**config.mk**
```make
export PLATFORM = sky130hd
export DESIGN_NAME = sa_sequencer
export DESIGN_NICKNAME = d
export VERILOG_FILES = /design/src/rtl/sa_pkg.sv /design/src/rtl/sa_skew_addr_gen.sv /design/src/rtl/sa_sequencer.sv
export SDC_FILE = /design/constraint.sdc
export NUM_CORES = 1
export LEC_CHECK = 0
export CORE_AREA = 2 2 114 116
export DETAILED_ROUTE_END_ITERATION = 7
export DIE_AREA = 0 0 116 118
export PLACE_DENSITY = 0.84
export SYNTH_ARGS = -nofsm -noshare
export SYNTH_HDL_FRONTEND = slang
export SYNTH_SLANG_ARGS = --single-unit
```
**constraint.sdc**
```tcl
create_clock -name clk -period 4.9 [get_ports clk]
set_input_delay 0.98 -clock clk [delete_from_list [all_inputs] [get_ports clk]]
set_output_delay 0.98 -clock clk [all_outputs]
set_load 0.05 [all_outputs]
```
**src/rtl/sa_pkg.sv**
```systemverilog
// sa_pkg: shared types and constants for the systolic-array sequencer.
// Holds the FSM state enum, default zero-point address and length limit.
package sa_pkg;

   localparam int ADDR_W_DEF = 10;

   typedef logic [ADDR_W_DEF-1:0] addr_t;

   // Memory word that always reads back as zero; used as filler
   // while the skewed wavefront is ramping up or down.
   localparam addr_t ZERO_POINT_ADDR_DEF = 10'h355;

   localparam int MAX_VEC_LEN = 16;

   typedef enum logic [2:0] {
      IDLE,
      FEED,
      DRAIN,
      READ,
      DONE
   } sa_state_e;

   function automatic logic vec_len_ok(input logic [4:0] k);
      return (k != 5'd0) && (k <= 5'(MAX_VEC_LEN));
   endfunction

endpackage

```
**src/rtl/sa_skew_addr_gen.sv**
```systemverilog
// sa_skew_addr_gen: top-operand read address for one systolic column.
// Ports: en (FEED active), t (step), j (column), k (K), base -> addr.
module sa_skew_addr_gen
   import sa_pkg::*;
#(
   parameter int                PE_NUMBER = 3,
   parameter int                ADDR_W    = 10,
   parameter logic [ADDR_W-1:0] ZERO_ADDR = ADDR_W'(ZERO_POINT_ADDR_DEF)
) (
   input  logic              en,
   input  logic [4:0]        t,
   input  logic [4:0]        j,
   input  logic [4:0]        k,
   input  logic [ADDR_W-1:0] base,
   output logic [ADDR_W-1:0] addr
);

   logic [4:0]        d;
   logic              hit;
   logic [ADDR_W-1:0] off;

   // Column j lags column 0 by j steps; row index is t-j.
   assign d   = t - j;
   assign hit = en && (t >= j) && (d < k);

   // A starts K words after x, row-major with PE_NUMBER words per row.
   assign off = ADDR_W'(k)
              + ADDR_W'(d) * ADDR_W'(PE_NUMBER)
              + ADDR_W'(j);

   assign addr = hit ? base + off : ZERO_ADDR;

endmodule

```
**src/rtl/sa_sequencer.sv**
```systemverilog
// sa_sequencer: job FSM feeding a systolic array and writing results.
// Ports: start/vec_len/src/dst/abort in; read addrs, read, w_*, busy,
// done, err out. Optional perf_cycles when SA_SEQ_PERF_CNT_EN is defined.
module sa_sequencer
   import sa_pkg::*;
#(
   parameter int                PE_NUMBER       = 3,
   parameter int                DATA_W          = 16,
   parameter int                ADDR_W          = 10,
   parameter int                DRAIN_LAT       = 2,
   parameter logic [ADDR_W-1:0] ZERO_POINT_ADDR = ADDR_W'(ZERO_POINT_ADDR_DEF)
) (
   input  logic                        clk,
   input  logic                        reset_n,
   input  logic                        start,
   input  logic [4:0]                  vec_len,
   input  logic [ADDR_W-1:0]           src_addr,
   input  logic [ADDR_W-1:0]           dst_addr,
   input  logic                        abort,
   output logic [ADDR_W-1:0]           l_d_o_addr,
   output logic [PE_NUMBER*ADDR_W-1:0] pe_t_o_addr,
   output logic                        read,
   input  logic [DATA_W-1:0]           res_i,
   output logic [ADDR_W-1:0]           w_addr,
   output logic [DATA_W-1:0]           w_data,
   output logic                        w_en,
   output logic                        busy,
   output logic                        done,
`ifdef SA_SEQ_PERF_CNT_EN
   output logic [31:0]                 perf_cycles,
`endif
   output logic                        err
);

   localparam int CNT_W = 8;
   localparam logic [5:0]       PE6        = 6'(PE_NUMBER);
   localparam logic [CNT_W-1:0] DRAIN_LAST = CNT_W'(DRAIN_LAT - 1);
   localparam logic [CNT_W-1:0] READ_LAST  = CNT_W'(PE_NUMBER - 1);

   sa_state_e         state;
   logic [4:0]        t;
   logic [4:0]        k_q;
   logic [CNT_W-1:0]  cnt;
   logic [ADDR_W-1:0] src_q;
   logic [ADDR_W-1:0] dst_q;

   logic              in_feed;
   logic [5:0]        feed_last;
   logic              feed_end;

   assign in_feed   = (state == FEED);
   // FEED spans K+PE-1 steps so the last column sees its last row.
   assign feed_last = {1'b0, k_q} + PE6 - 6'd2;
   assign feed_end  = ({1'b0, t} == feed_last);

   assign l_d_o_addr = (in_feed && (t < k_q))
                     ? src_q + ADDR_W'(t)
                     : ZERO_POINT_ADDR;

   for (genvar g = 0; g < PE_NUMBER; g++) begin : g_col
      sa_skew_addr_gen #(
         .PE_NUMBER (PE_NUMBER),
         .ADDR_W    (ADDR_W),
         .ZERO_ADDR (ZERO_POINT_ADDR)
      ) u_col (
         .en   (in_feed),
         .t    (t),
         .j    (5'(g)),
         .k    (k_q),
         .base (src_q),
         .addr (pe_t_o_addr[g*ADDR_W +: ADDR_W])
      );
   end

   // Array output is already aligned with the write strobe.
   assign w_data = res_i;

   always_ff @(posedge clk or negedge reset_n) begin
      if (!reset_n) begin
         state  <= IDLE;
         t      <= '0;
         k_q    <= '0;
         cnt    <= '0;
         src_q  <= '0;
         dst_q  <= '0;
         read   <= 1'b0;
         w_en   <= 1'b0;
         w_addr <= '0;
         busy   <= 1'b0;
         done   <= 1'b0;
         err    <= 1'b0;
      end else begin
         w_en <= 1'b0;
         done <= 1'b0;
         if (abort && (state != IDLE)) begin
            state <= IDLE;
            t     <= '0;
            cnt   <= '0;
            read  <= 1'b0;
            busy  <= 1'b0;
         end else begin
            unique case (state)
               IDLE: begin
                  if (start && !abort) begin
                     if (vec_len_ok(vec_len)) begin
                        k_q   <= vec_len;
                        src_q <= src_addr;
                        dst_q <= dst_addr;
                        err   <= 1'b0;
                        t     <= '0;
                        cnt   <= '0;
                        busy  <= 1'b1;
                        state <= FEED;
                     end else begin
                        err <= 1'b1;
                     end
                  end
               end
               FEED: begin
                  if (feed_end) begin
                     t   <= '0;
                     cnt <= '0;
                     if (DRAIN_LAT == 0) begin
                        read  <= 1'b1;
                        state <= READ;
                     end else begin
                        state <= DRAIN;
                     end
                  end else begin
                     t <= t + 5'd1;
                  end
               end
               DRAIN: begin
                  if (cnt == DRAIN_LAST) begin
                     cnt   <= '0;
                     read  <= 1'b1;
                     state <= READ;
                  end else begin
                     cnt <= cnt + 1'b1;
                  end
               end
               READ: begin
                  // Write-back trails the shift-out by one cycle.
                  w_en   <= 1'b1;
                  w_addr <= dst_q + ADDR_W'(cnt);
                  if (cnt == READ_LAST) begin
                     cnt   <= '0;
                     read  <= 1'b0;
                     done  <= 1'b1;
                     state <= DONE;
                  end else begin
                     cnt <= cnt + 1'b1;
                  end
               end
               DONE: begin
                  busy  <= 1'b0;
                  state <= IDLE;
               end
               default: begin
                  busy  <= 1'b0;
                  read  <= 1'b0;
                  state <= IDLE;
               end
            endcase
         end
      end
   end

`ifdef SA_SEQ_PERF_CNT_EN
   logic [31:0] busy_cnt;

   always_ff @(posedge clk or negedge reset_n) begin
      if (!reset_n) begin
         busy_cnt    <= '0;
         perf_cycles <= '0;
      end else if (abort && (state != IDLE)) begin
         busy_cnt <= '0;
      end else if (state == DONE) begin
         // DONE is itself a busy cycle.
         perf_cycles <= busy_cnt + 32'd1;
         busy_cnt    <= '0;
      end else if (busy) begin
         busy_cnt <= busy_cnt + 32'd1;
      end
   end
`endif

endmodule
```
After elaboration in Yosys (flattened, before gate mapping)
Index checks and enable logic that the tools add are counted.
Widths: inputs -> output; s select.
Storage, ports and cells
  register bits after elaboration: 56
  input port bits: 45
  output and inout bits: 71
  logic and storage cells: 116
Operators by class
  add/subtract/negate cells: 16
  multipliers: 3
  magnitude comparators: 7
  equal/unequal tests: 14
  mux-type cells: 37
  bitwise logic cells: 1
  reduce and logical (&&, ||, !) cells: 26
Operator list (count)
  $mux 8: 6
  $mux 10: 4
  $pmux 8 s4: 1
  $add 10x10->10: 3
  $add 5x7->8: 3
  $mul 5x2->7 const B: 3
  $mux 5: 4
  $mux 3: 6
  $lt 5x5->1: 3
  $ne 3x3->1 const B: 5
  $mux 1: 12
  $pmux 3 s4: 1
  $reduce_and 3->1: 4
  $add 10x1->10 const B: 1
  $add 10x2->10 const B: 1
  $add 10x5->10: 1
  $add 10x8->10: 1
  $ge 5x1->1 const B: 2
  $logic_and 1x1->1: 10
  $pmux 5 s2: 1
  $reduce_bool 5->1: 2
  $add 8x1->8 const B: 1
  $eq 8x1->1 const B: 1
  $eq 8x2->1 const B: 1
  22 further kinds: 27

Longest topological paths before layout
Gate-level depths: netlist (run 1).
  depth after elaboration: 6
  gate-level depth with buffers: 19

By module
Synthesis (run 1) repeated with hierarchy kept, for this count alone.
Unflattened totals
  cells, all modules: 833
  area total of the unflattened synthesis: 7215.7 um^2
By module, submodules not included
  sa_sequencer: instances 1, cells an instance 381, area an instance 3480.8 um^2, seq. area each 1401.3 um^2
  sa_skew_addr_gen at g_col[0].u_col: instances 1, cells an instance 149, area an instance 1253.7 um^2, seq. area each 0.0 um^2
  sa_skew_addr_gen at g_col[1].u_col: instances 1, cells an instance 151, area an instance 1244.9 um^2, seq. area each 0.0 um^2
  sa_skew_addr_gen at g_col[2].u_col: instances 1, cells an instance 152, area an instance 1236.2 um^2, seq. area each 0.0 um^2

Worst setup path before layout (run 1)
Ideal clock, no wire load.
  path type: reg-to-output
  start: reg t[1]
  end: out pe_t_o_addr[25]
  arrival: 4615 ps
  data required time: 3920 ps
  slack: -695 ps
  stages on the path, launching flop included: 13
  path through: dfrtp_1 inv_1 ha_1 xor2_1 fa_1 ha_1 a21o_1 a21oi_1 xnor2_1 ha_1 ha_1 a21boi_1 nor3b_1
Between the ends
  longest elaborated chain between the ends: 6
  elaborated cells between the ends (all ways): 10
Ends and longest elaborated chain
  start: declaration: line sa_sequencer.sv:41  | logic [4:0] t;
  start signal: assignment: line sa_sequencer.sv:130  | t <= t + 5'd1;
  $sub 5x2->5: line sa_skew_addr_gen.sv:23  | assign d = t - j;
  $mul 5x2->7: line sa_skew_addr_gen.sv:28  | + ADDR_W'(d) * ADDR_W'(PE_NUMBER)
  $add 5x7->8: line sa_skew_addr_gen.sv:28
  $add 10x2->10: line sa_skew_addr_gen.sv:29  | + ADDR_W'(j);
  $add 10x10->10: line sa_skew_addr_gen.sv:31  | assign addr = hit ? base + off : ZERO_ADDR;
  $mux 10 *: line sa_skew_addr_gen.sv:31
  end: declaration: line sa_sequencer.sv:21  | output logic [PE_NUMBER*ADDR_W-1:0] pe_t_o_addr,
Mark *: on every way between the ends. The rest lies on a longest branch, timed or not.

Worst setup path after layout (run 1)
  start: reg t[1]
  end: out pe_t_o_addr[17]
Between the ends
  longest elaborated chain between the ends: 6
  elaborated cells between the ends (all ways): 10
Ends and longest elaborated chain (line)
  $sub 5x1->5: sa_skew_addr_gen.sv:23
  $mul 5x2->7: sa_skew_addr_gen.sv:28
  $add 5x7->8: sa_skew_addr_gen.sv:28
  $add 10x1->10: sa_skew_addr_gen.sv:29
  $add 10x10->10: sa_skew_addr_gen.sv:31
  $mux 10 *: sa_skew_addr_gen.sv:31
Marked as above.

==> flow_summary.yaml, run 1 <==
logic_synthesis:
  synth_top_area_share_pct: 24.0
  synthAdderAreaFrac_pct: 24.7
  ys_warn_count: 0
  synthTopCellsByArea: "dfrtp_1 (24%), ha_1 (18%), fa_1 (6.5%)"
  yosys.cell_count.top_type: "ha_1"
  yosys.area.top_type: "dfrtp_1"
  synth.cell_area_mm2: 0.00585
  syn-num-nets: 799
  synth_top_family_by_area: "adder cells"
  synth_flop_cell: "dfrtp_1"
  synth-compound-area-share_pct: 17.1
  synthSimpleGateAreaFrac_pct: 14.5
  synth_cells: 650
  synth.distinct_cells: 57
  synthMuxAreaShare_pct: 4.39
  synth_xor_area_share_pct: 7.47
  ys_top_cells_by_count: "ha_1 (85), inv_1 (64), dfrtp_1 (56)"
  ys_seq_area_share_pct: 24.0
  synth-async-reset-ratio_pct: 100
  ys_seq_elements: 56
  syn_avg_cell_area_um2: 9.00
  synth_edf_count: 0
worst_setup_path:
  critical_path.n_buffers_inverters: 5
  crit_type: "flip-flop to primary output"
  crit_path_start_kind: "flip-flop"
  slowest_delay_ns: 0.51
  r2r_start: "t[0]"
  critical_path.cell_chain: "clkinvlp_4, buf_6, ha_4, xor2_4, fa_1, inv_1, fa_2, inv_1, a21o_1, a21oi_4, xnor2_2, ha_1, o21a_4, nor2_4, a21oi_2, xnor2_1, and2_4, buf_12"
  crit_arrival_ns: 4.13
  critPathSlowestCell: "fa_1"
  cp_max_fo: 7
  cp-end-kind: "primary output"
  crit_family: "adder cells"
  ff2ff_setup_slack_ns: 2.40
  cpMostUsedCell: "inv_1"
  r2r_cells: 8
  cp.required_ns: 3.92
  r2r-end: "cnt[5]"
global_routing:
  grt_pass1_wl_mm: 24.2
  antenna_found_initial: 0
  gr-usage-all-layers_pct: 21.8
  grt_util_met2_pct: 37.3
  overflow: 0
  use_met1_pct: 26.8
  gr-usage-met3_pct: 4.27
  grt_pass1_vias: 5178
  grt_max_degree: 57
  busiest_layer: "met2"
min_path:
  worstHoldPathCells: 2
  holdPathEnd: "w_addr[8]"
  holdCritPathClass: "flip-flop to flip-flop"
  min_from: "w_addr[8]"
clocking:
  cts_tree: "built"
  htree_levels: 2
  clock_sinks: 56
  clk_latency_ns: 0.30
  cts_root_buf: "clkbuf_16"
  cts_made_buffers: 5
  clockBufferDepth: 2
  path_clk_slew_ns: 0.08
floorplanning:
  die_w_um: 116
  dieArea_mm2: 0.0137
  coreArea_mm2: 0.0124
  num_io_pins: 116
  start_util_pct: 47.1
  die_h_um: 118
  fp-row-count: 41
detailed_routing:
  final_antenna_net_count: 0
  drc: 0
  vias_per_cell: 5.58
  drt_iter0_drc: 296
  routed_wirelength_mm: 15.6
  routedWlPerCell_um: 17.0
  vias: 5129
  firstDrtPassIters: 5
sta:
  finalClockSkew_ns: 0.00959
  maxClockFrequency_ghz: 0.196
  fin_ws_ns: -0.213
  relSlewSlack_pct: 50.7
  hold_violations: 0
  final-setup-viol-count: 10
  drv_slew: 0
  period_needed_ns: 5.11
  fin_crit_sh_pct: 104
  rsz0062_at_grt: "true"
  tightest_slew_ns: 0.738
cells_and_area:
  area_growth_pct: 35.1
  diodes: 0
  final_net_count: 896
  stdcell_area_mm2: 0.00790
  final_layout_size_suffix_gt1_share_pct: 26.9
placement:
  gp_congestion: 0.927
  placed_cell_area_mm2: 0.00714
  port_buffers: 83
  place_hpwl_mm: 11.1
job:
  max_cap_viol_count: 0
outcome:
  status: "complete, but fails checks"
  violations: "negative setup slack"
[worst max-delay path by stage]
stage | depth (start not counted) | end | slack, ns | from
after floorplan | 16 | pe_t_o_addr[18] | 0.001 | t[1]
after global placement | 19 | pe_t_o_addr[28] | 0.08 | t[2]
after detailed placement | 19 | pe_t_o_addr[28] | -0.003 | t[2]
after CTS | 19 | pe_t_o_addr[28] | -0.15 | t[2]
after global routing | 16 | pe_t_o_addr[19] | -0.38 | t[1]
final | 18 | pe_t_o_addr[17] | -0.21 | t[1]
[metrics by stage]
step / setup WS [ns] / setup TNS (ns) / hold slack, ns / utilization, % / cells
2_1_floorplan: 0.00102 / 0 / 0.485 / - / 650
3_3_place_gp: 0.0759 / 0 / 0.466 / 57.5 / 891
3_5_place_dp: -0.00341 / -0.00341 / 0.475 / 57.5 / 891
4_1_cts: -0.153 / -0.575 / 0.492 / 61.7 / 914
5_1_grt: -0.378 / -2.86 / 0.515 / 63.6 / 920
6_report: -0.213 / -1.30 / 0.484 / 63.6 / 920
[cells by family (layout without fill, tap and decap cells)]
group,Yosys count,in the layout
XOR/XNOR,49,49
flip-flops,56,56
buffers and inverters,99,197
AO/OA/AOI/OAI,151,151
adder cells (fa/ha/maj),104,104
AND/OR/NAND/NOR,168,168
multiplexers,23,23
[worst register-to-register path: cells and delay by family (launching register included)]
family | cells | cell delay, ns
buf+inv | 2 | 0.36
flops | 1 | 0.38
compound gates | 3 | 0.55
fa+ha+maj | 1 | 0.26
simple gates | 2 | 0.82
[cell type report]
type / instances / area (um2)
fill: 914 / 4510
inverter: 65 / 251
clock buffer: 6 / 129
clock inverter: 2 / 13.8
tap: 172 / 215
timing repair buffer: 124 / 1350
sequential: 56 / 1410
multi-input combinational: 495 / 4540
[sequential cells by signal, summed over array words and instances (netlist names)]
signal and cells:
err 1, done 1, read 1, state 3
k_q 5, busy 1, dst_q 10, t 5
w_addr 10, cnt 8, w_en 1, src_q 10
[layer usage]
metal / routed length (um) / vias to the layer above
met5: 0 / -
met4: 576 / 0
met3: 966 / 48
met2: 7860 / 184
met1: 6220 / 2490
li1: - / 2407
[layout by cell type, fill, tap and decap left out, types with 12 or more instances in the layout]
cell type	instances
fa_1	13
xor2_1	16
nor2_1	25
a21oi_2	12
mux2_2	17
xnor2_1	24
dfrtp_1	53
nand2_1	50
o21ai_0	40
ha_1	63
inv_1	57
buf_4	41
nand2b_1	12
ha_4	16
buf_12	19
a21oi_1	22
a21o_1	16
clkdlybuf4s50_1	57
[timing repair]
| action | CTS | global route |
|---|---|---|
| setup endpoints to repair | 13 | 15 |
| hold buffers | 0 | 0 |
| gates resized for setup | 58 | 41 |
| pin swaps | 46 | 35 |
| setup buffers | 16 | 6 |
| gates cloned | 0 | 0 |
Power of run 1 is not shown: default switching activity piles up to over one toggle a cycle in this logic, so the estimate is an artifact.
==> run 2, diff against run 1 <==
GPL_TIMING_DRIVEN = 0   (was unset)
==> run 2 against run 1 <==
The flow still finishes with violations (negative setup slack). Die area is the same. Final cell count grew 6.3%. Sequential share of layout area shrank 0.95 points. Critical path depth shrank 2. Utilization grew 3.8 points. Register-to-register slack lost 0.10 ns. Sequential cell count is the same. First-iteration DRC count grew 3.7%.
==> flow_summary.yaml, run 2 (synthesized netlist as in run 1, its figures left out) <==
outcome:
  status: "complete, but fails checks"
  violations: "negative setup slack"
detailed_routing:
  routed_wirelength_mm: 17.9
  firstDrtPassIters: 4
  vias: 5470
  vias_per_cell: 5.59
  final_antenna_net_count: 0
  drc: 0
  routedWlPerCell_um: 18.3
  drt_iter0_drc: 307
clocking:
  holdBufCountCts: 0
  cts_root_buf: "clkbuf_16"
  clock_sinks: 56
  path_clk_slew_ns: 0.08
  cts_tree: "built"
  clockBufferDepth: 2
  htree_levels: 2
  clk_latency_ns: 0.31
  cts_made_buffers: 5
cells_and_area:
  diodes: 0
  nFillCells: 852
  stdcell_area_mm2: 0.00837
  area_growth_pct: 43.1
  final_net_count: 954
  final_cell_mix: "clkdlybuf4s50_1 (73), ha_1 (61), buf_4 (60), dfrtp_1 (52), nand2_1 (51)"
  multi_input_area_mm2: 0.00468
  largest_registers: "dst_q x10, src_q x10, w_addr x10"
  regArea_mm2: 0.00141
  final_layout_size_suffix_gt1_share_pct: 32.4
  final_common_cell: "clkdlybuf4s50_1"
sta:
  tightest_slew_ns: 0.621
  fin_ws_ns: -0.423
  rsz0062_at_grt: "true"
  period_needed_ns: 5.32
  final-setup-viol-count: 16
  finalClockSkew_ns: 0.00737
  fin_crit_sh_pct: 109
  drv_slew: 0
  relSlewSlack_pct: 58.4
  hold_violations: 0
  maxClockFrequency_ghz: 0.188
global_routing:
  grt_max_degree: 33
  grt_pass1_vias: 5212
  overflow: 0
  antenna_found_initial: 0
  gr-usage-all-layers_pct: 22.3
  grt_pass1_wl_mm: 24.7
floorplanning:
  fp-row-count: 41
  dieArea_mm2: 0.0137
  coreArea_mm2: 0.0124
  num_io_pins: 116
  die_w_um: 116
  die_h_um: 118
  start_util_pct: 47.1
placement:
  placed_cell_area_mm2: 0.00721
  place_hpwl_mm: 11.3
  port_buffers: 99
  gp_congestion: 0.901
worst_setup_path:
  cp-end-kind: "primary output"
  cp.required_ns: 3.92
  crit_path_start_kind: "flip-flop"
  crit_type: "flip-flop to primary output"
  cp_max_fo: 7
  ff2ff_setup_slack_ns: 2.30
  crit_arrival_ns: 4.34
job:
  max_cap_viol_count: 0
min_path:
  holdCritPathClass: "flip-flop to flip-flop"
[run 2: cell types whose count changed in the layout (fill, tap and decap cells not counted), moves of 6 or more]
cell	before	now
buf_2	1	12
xnor2_2	6	13
buf_6	5	15
buf_8	0	8
xnor2_1	24	16
inv_1	57	48
buf_12	19	1
clkdlybuf4s50_1	57	73
buf_4	41	60
inv_2	6	12
[run 2: repair_timing]
action	4_1_cts	5_1_grt
buffers inserted	21	29
resized for setup	161	111
pin swaps	37	64
setup endpoints to repair	26	25
[run 2: final timing paths]
check,endpoint,cells after the start,startpoint
max,pe_t_o_addr[17],16,t[1]
min,w_addr[8],2,w_addr[8]
max reg2reg,cnt[3],10,t[0]
min reg2reg,w_addr[8],2,w_addr[8]
max in group asynchronous,t[1],2,reset_n
min in group asynchronous,dst_q[9],1,reset_n
[run 2: through the flow]
stage	setup slack (ns)	setup TNS (ns)	cells	hold slack, ns	utilization (%)
2_1_floorplan	0.00102	0	650	0.485	-
3_3_place_gp	-1.01	-13.21	921	0.471	58.0
3_5_place_dp	-1.04	-14.11	922	0.474	58.1
4_1_cts	-0.308	-2.06	950	0.498	62.1
5_1_grt	-0.559	-5.03	978	0.533	67.4
6_report	-0.423	-3.12	978	0.497	67.4
[run 2: worst max-delay path, cell delays in order (launching register included)]
cell and delay (ns):
dfrtp_4 0.44, clkinvlp_4 0.23, buf_4 0.22, ha_4 0.26, inv_1 0.09, fa_1 0.50
ha_1 0.31, a21o_1 0.21, a21oi_4 0.20, xnor2_2 0.09, ha_1 0.36, nor2b_4 0.15
a311oi_4 0.36, a21oi_2 0.11, xnor2_1 0.18, and2_4 0.18, buf_8 0.14
[run 2: layout make-up]
| class | instances | share of cell area (%) |
|---|---|---|
| Clock inverter | 3 | 0.404 |
| Timing Repair Buffer | 148 | 16.8 |
| Clock buffer | 5 | 1.49 |
| Buffer | 34 | 2.86 |
| Tap cell | 172 | 2.57 |
| Inverter | 65 | 3.11 |
| Sequential cell | 56 | 16.8 |
| Multi-Input combinational cell | 495 | 55.9 |
[run 2: routing by layer]
layer	GRT usage [%]	share of wire (%)	vias to the layer above
met4	7.66	3.9	0
met3	3.30	5.3	62
met1	27.8	39	2666
met5	0	0	-
met2	38.9	52	211
li1	-	-	2531
Power of run 2 is left out for the same reason.
==> run 3, diff against run 2 <==
CORE_AREA = 2 2 109 111   (was 2 2 114 116)
DIE_AREA = 0 0 111 113   (was 0 0 116 118)
PLACE_DENSITY = 0.87   (was 0.84)
clock period = 6.2 ns   (was 4.9 ns; I/O delays follow)
==> run 3 against run 2 <==
The run now ends clean. Wire length shrank 18%. Sequential cell count is the same. Worst setup slack gained 0.50 ns. Clock-buffer cell count grew 1. Non-clock buffer count shrank 44. Final cell count shrank 7.5%. Global-route usage grew 1.3 points. Die area shrank 8.4%. Via count shrank 5.4%. Utilization shrank 3.3 points. Register-to-register slack gained 1.4 ns. Critical path depth grew 3. Highest routed layer unchanged.
==> flow_summary.yaml, run 3 (synthesized netlist as in run 1, its figures left out) <==
cells_and_area:
  final_cell_mix: "clkdlybuf4s50_1 (87), ha_1 (85), inv_1 (63), nand2_1 (54), dfrtp_1 (52)"
  final_common_cell: "clkdlybuf4s50_1"
  diodes: 0
  area_growth_pct: 23.6
  final_net_count: 910
  final_layout_size_suffix_gt1_share_pct: 12.1
  largest_registers: "dst_q x10, src_q x10, w_addr x10"
outcome:
  status: "finished clean"
global_routing:
  use_met1_pct: 27.2
  grt_max_degree: 41
  gr-usage-met3_pct: 3.75
  grt_pass1_vias: 5308
  grt_pass1_wl_mm: 24.6
  grt_util_met2_pct: 43.6
  busiest_layer: "met2"
  antenna_found_initial: 0
  overflow: 0
  gr-usage-all-layers_pct: 23.6
sta:
  rsz0062_at_grt: "true"
  drv_slew: 0
  final-setup-viol-count: 0
  finalClockSkew_ns: 0.0123
  relSlewSlack_pct: 54.9
  period_needed_ns: 6.13
  fin_crit_sh_pct: 98.8
  hold_violations: 0
  fin_setup_tns_ns: 0
  tightest_slew_ns: 0.676
  maxClockFrequency_ghz: 0.163
worst_setup_path:
  critPathSlowestCell: "dfrtp_2"
  crit_type: "flip-flop to primary output"
  critical_path.cell_chain: "buf_4, inv_1, ha_1, xor2_2, fa_1, ha_1, a21oi_1, nor2b_1, o21ai_0, nand2b_1, ha_1, ha_1, or3_1, nor2_1, o21ai_0, o211a_1, xnor2_1, nand2_1, clkdlybuf4s15_2"
  crit_path_start_kind: "flip-flop"
  setup.worst_path.start: "t[2]"
  cpMostUsedCell: "ha_1"
  crit_arrival_ns: 4.89
  r2r_start: "t[0]"
  slowest_delay_ns: 0.49
  cp_max_fo: 7
  r2r_cells: 8
  cp-end-kind: "primary output"
  ff2ff_setup_slack_ns: 3.65
  r2r-end: "cnt[5]"
  cp.required_ns: 4.96
  endpoint: "pe_t_o_addr[28]"
clocking:
  clock_sinks: 56
  htree_levels: 2
  holdBufCountCts: 0
  cts_root_buf: "clkbuf_16"
  path_clk_slew_ns: 0.08
  cts_made_buffers: 5
  clk_latency_ns: 0.30
  clockBufferDepth: 2
  cts_tree: "built"
detailed_routing:
  final_antenna_net_count: 0
  routed_wirelength_mm: 14.7
  vias: 5175
  firstDrtPassIters: 5
  vias_per_cell: 5.72
  routedWlPerCell_um: 16.3
  drt_iter0_drc: 223
  drc: 0
placement:
  port_buffers: 99
  place_hpwl_mm: 11.7
  gp_congestion: 0.957
floorplanning:
  fp-row-count: 39
  die_h_um: 113
  coreArea_mm2: 0.0113
  num_io_pins: 116
  start_util_pct: 51.9
  die_w_um: 111
  dieArea_mm2: 0.0125
min_path:
  holdCritPathClass: "flip-flop to flip-flop"
  min_from: "w_addr[0]"
job:
  max_cap_viol_count: 0
-- run 3: worst min path at each step --
stage                            to  slack (ns)  cells after the start
after floorplan            dst_q[0]        0.48                      1
after global placement    w_addr[0]        0.47                      2
after detailed placement  w_addr[7]        0.48                      2
after CTS                 w_addr[0]        0.50                      2
after global routing      w_addr[5]        0.51                      2
final                     w_addr[0]        0.49                      2
-- run 3: repair_timing --
action                     in CTS  in global routing
setup buffers                   2                  3
setup endpoints to repair      16                 14
pin swaps                       0                  2
resized for setup              21                 18
-- run 3: critical path: cells and delay by family (launching register included) --
kind | cells | cell delay, ns
buffers and inverters | 3 | 0.70
XOR/XNOR | 2 | 0.38
flip-flops | 1 | 0.49
AO/OA/AOI/OAI | 4 | 0.61
adder cells (fa/ha/maj) | 5 | 1.59
AND/OR/NAND/NOR | 5 | 0.80
-- run 3: cell type report --
class | instances | area (um2)
buffer | 33 | 216
multi-input combinational | 495 | 4010
inverter | 65 | 248
tap | 143 | 179
sequential | 56 | 1410
clock inverter | 2 | 16.3
clock buffer | 6 | 129
timing repair buffer | 105 | 1030
fill | 925 | 4040
-- run 3: per-stage QoR --
step	hold WS [ns]	utilization [%]	setup slack [ns]	area, um2	cells
6_report	0.492	64.1	0.0746	7230	905
5_1_grt	0.514	64.1	-0.218	7230	905
4_1_cts	0.498	64.0	0.00619	7210	902
3_5_place_dp	0.477	62.4	-0.554	7030	893
3_3_place_gp	0.472	62.3	-0.338	7020	892
2_1_floorplan	0.485	-	0.345	5850	650
-- run 3: per-layer routing --
| metal | vias to the layer above | share of wire, % |
|---|---|---|
| met5 | - | 0 |
| met4 | 0 | 2.7 |
| met3 | 35 | 5.2 |
| met2 | 184 | 52 |
| met1 | 2517 | 40 |
| li1 | 2439 | - |
Power of run 3 is left out for the same reason.
==> patch: new RTL, flow settings as in run 1 <==
Encoding of `sa_state_e`: now one-hot (5 bits for 5 states).
--- a/src/rtl/sa_pkg.sv
+++ b/src/rtl/sa_pkg.sv
@@ -13,10 +13,10 @@
    localparam int MAX_VEC_LEN = 16;
 
-   typedef enum logic [2:0] {
-      IDLE,
-      FEED,
-      DRAIN,
-      READ,
-      DONE
+   typedef enum logic [4:0] {
+      IDLE  = 5'b00001,
+      FEED  = 5'b00010,
+      DRAIN = 5'b00100,
+      READ  = 5'b01000,
+      DONE  = 5'b10000
    } sa_state_e;
 
Function: same outputs for any inputs over 4 cycles, from zero or initial values and one cycle with reset_n low; so few cycles prove little.
==> patch against run 1 <==
- the flow still finishes with violations (setup timing)
- design area increased by 6.8%
- setup slack improved by 0.0068 ns
- synthesized area increased by 3.9%
- sequential cell count increased by 2
- worst hold slack improved by 0.0040 ns
- routed wire length increased by 18%
- synthesized cell count increased by 3.4%
- largest cell class unchanged
==> patch: results (changes against run 1) <==
worstRegToRegCells: 7  # was 8
irDropWorstVdd_mv: 0.3914
wl_per_cell_um: 19.14  # was 16.98 um
first_iter_violations: 461  # was 296
place_ws_ns: -0.1241  # was -0.003410 ns
yosys-top-cells-count: "ha_1 (85), inv_1 (64), dfrtp_1 (57)"  # was ha_1 (85), inv_1 (64), dfrtp_1 (56)
crit_end: "pe_t_o_addr[28]"  # was pe_t_o_addr[17]
place_area_mm2: 0.007273  # was 0.007144 mm^2
netlist_instances: 672  # was 650
routed-wl-met2_um: 9250  # was 7859 um
synth_area_leaders: "dfrtp_1 (23%), ha_1 (17%), fa_1 (6.3%), xnor2_1 (4.6%), mux2_4 (4.4%)"  # was dfrtp_1 (24%), ha_1 (18%), fa_1 (6.5%), xnor2_1 (4.5%), o21ai_0 (4.4%)
synthDistinctLibCells: 58  # was 57
route.met3.wl_um: 1146  # was 966 um
hp-class: "reg -> reg"  # unchanged
holdWs_ns: 0.4875  # was 0.4835 ns
num-fill-cells: 844  # was 914
gr-usage-met1: 0.2951  # was 0.2678
ys_seq_area_frac: 0.2389  # was 0.2396
routabilityCongestion: 0.9130  # was 0.9271
rrSetupSlack_ns: 2.48  # was 2.40 ns
final-setup-viol-count: 7  # was 10
grt_pass1_vias: 5373  # was 5178
timing.rr.start: "k_q[1]"  # was t[0]
status: "finished, violations left"  # unchanged
layout.nets: 931  # was 896
critPathMaxFanout: 5  # was 7
first_pass_iters: 7  # was 5
ys_async_sr_fraction: 1.000  # unchanged
dpl.cell_count: 910  # was 891
finalWorstSetupSlack_ns: -0.2063  # was -0.2131 ns
layout-drive-gt1-share: 0.2834  # was 0.2687
grt_pass1_wl_um: 25720  # was 24160 um
violations: "setup timing"  # unchanged
r2r-end: "t[4]"  # was cnt[5]
max_stage_delay_ns: 0.60  # was 0.51 ns
wirelength_met1_um: 7149  # was 6220 um
track_usage: 0.2343  # was 0.2183
skew_ns: 0.009347  # was 0.009589 ns
grtUsageMet3: 0.03193  # was 0.04274
worstMarginPinSlew_ns: 0.7499  # was 0.7376 ns
hpwl_um: 11310  # was 11080 um
clock_insertion_delay_worst_skew_ns: 0.33  # was 0.30 ns
cts_buffers: 9  # was 5
grt_max_degree: 59  # was 57
htree_levels: 3  # was 2
use_met2: 0.3988  # was 0.3728
vias: 5600  # was 5129
tns_ns: -0.8168  # was -1.301 ns
patch: cell types whose count changed in the layout (fill, tap and decap cells not counted), moves of 4 or more:
| cell | run 1 | this run |
|---|---|---|
| mux2_4 | 1 | 18 |
| buf_4 | 41 | 51 |
| mux2_2 | 17 | 9 |
| inv_1 | 57 | 51 |
| nand2b_1 | 12 | 18 |
| a21oi_2 | 12 | 7 |
| a31oi_1 | 0 | 5 |
| and2_1 | 4 | 8 |
| buf_12 | 19 | 23 |
| ha_4 | 16 | 20 |
| inv_2 | 6 | 10 |
| nand2_1 | 50 | 46 |
patch: repair_timing:
action,in CTS,in global routing
endpoints found under the setup margin,12,13
gates resized for setup,63,69
buffers inserted,13,23
pin swaps,31,51
hold endpoints to repair,0,0
patch: logic make-up after synthesis:
logic type                 after synthesis  synth area share
AOI/OAI and AO/OA                      145            0.1480
xor gates and xnor gates                50           0.07203
adders and majority gates              104            0.2375
buffers and inverters                  101           0.08047
DFF                                     58            0.2389
muxes                                   32           0.06936
and+or+nand+nor                        182            0.1537
patch: report_power, final:
part	internal [mW]	switching, mW	total, mW	leakage [nW]
clock	0.443	0.212	0.655	0.153
sequential	0.611	0.255	0.865	0.727
combinational	2.21	2.27	4.48	2.98
patch: area by class of cell:
| type | count | area [um^2] | share of cell area |
|---|---|---|---|
| sequential | 58 | 1458 | 0.1727 |
| clock inverter | 5 | 78.83 | 0.009339 |
| multi-input combinational | 513 | 4745 | 0.5621 |
| inverter | 65 | 259.0 | 0.03068 |
| clock buffer | 11 | 232.7 | 0.02757 |
| tap | 172 | 215.2 | 0.02550 |
| timing repair buffer | 135 | 1453 | 0.1721 |
patch: worst min-delay path, cell delays in order, from the launching register on:
cell     delay [ns]
dfrtp_1        0.34
nand2_1        0.05
o31ai_1        0.06
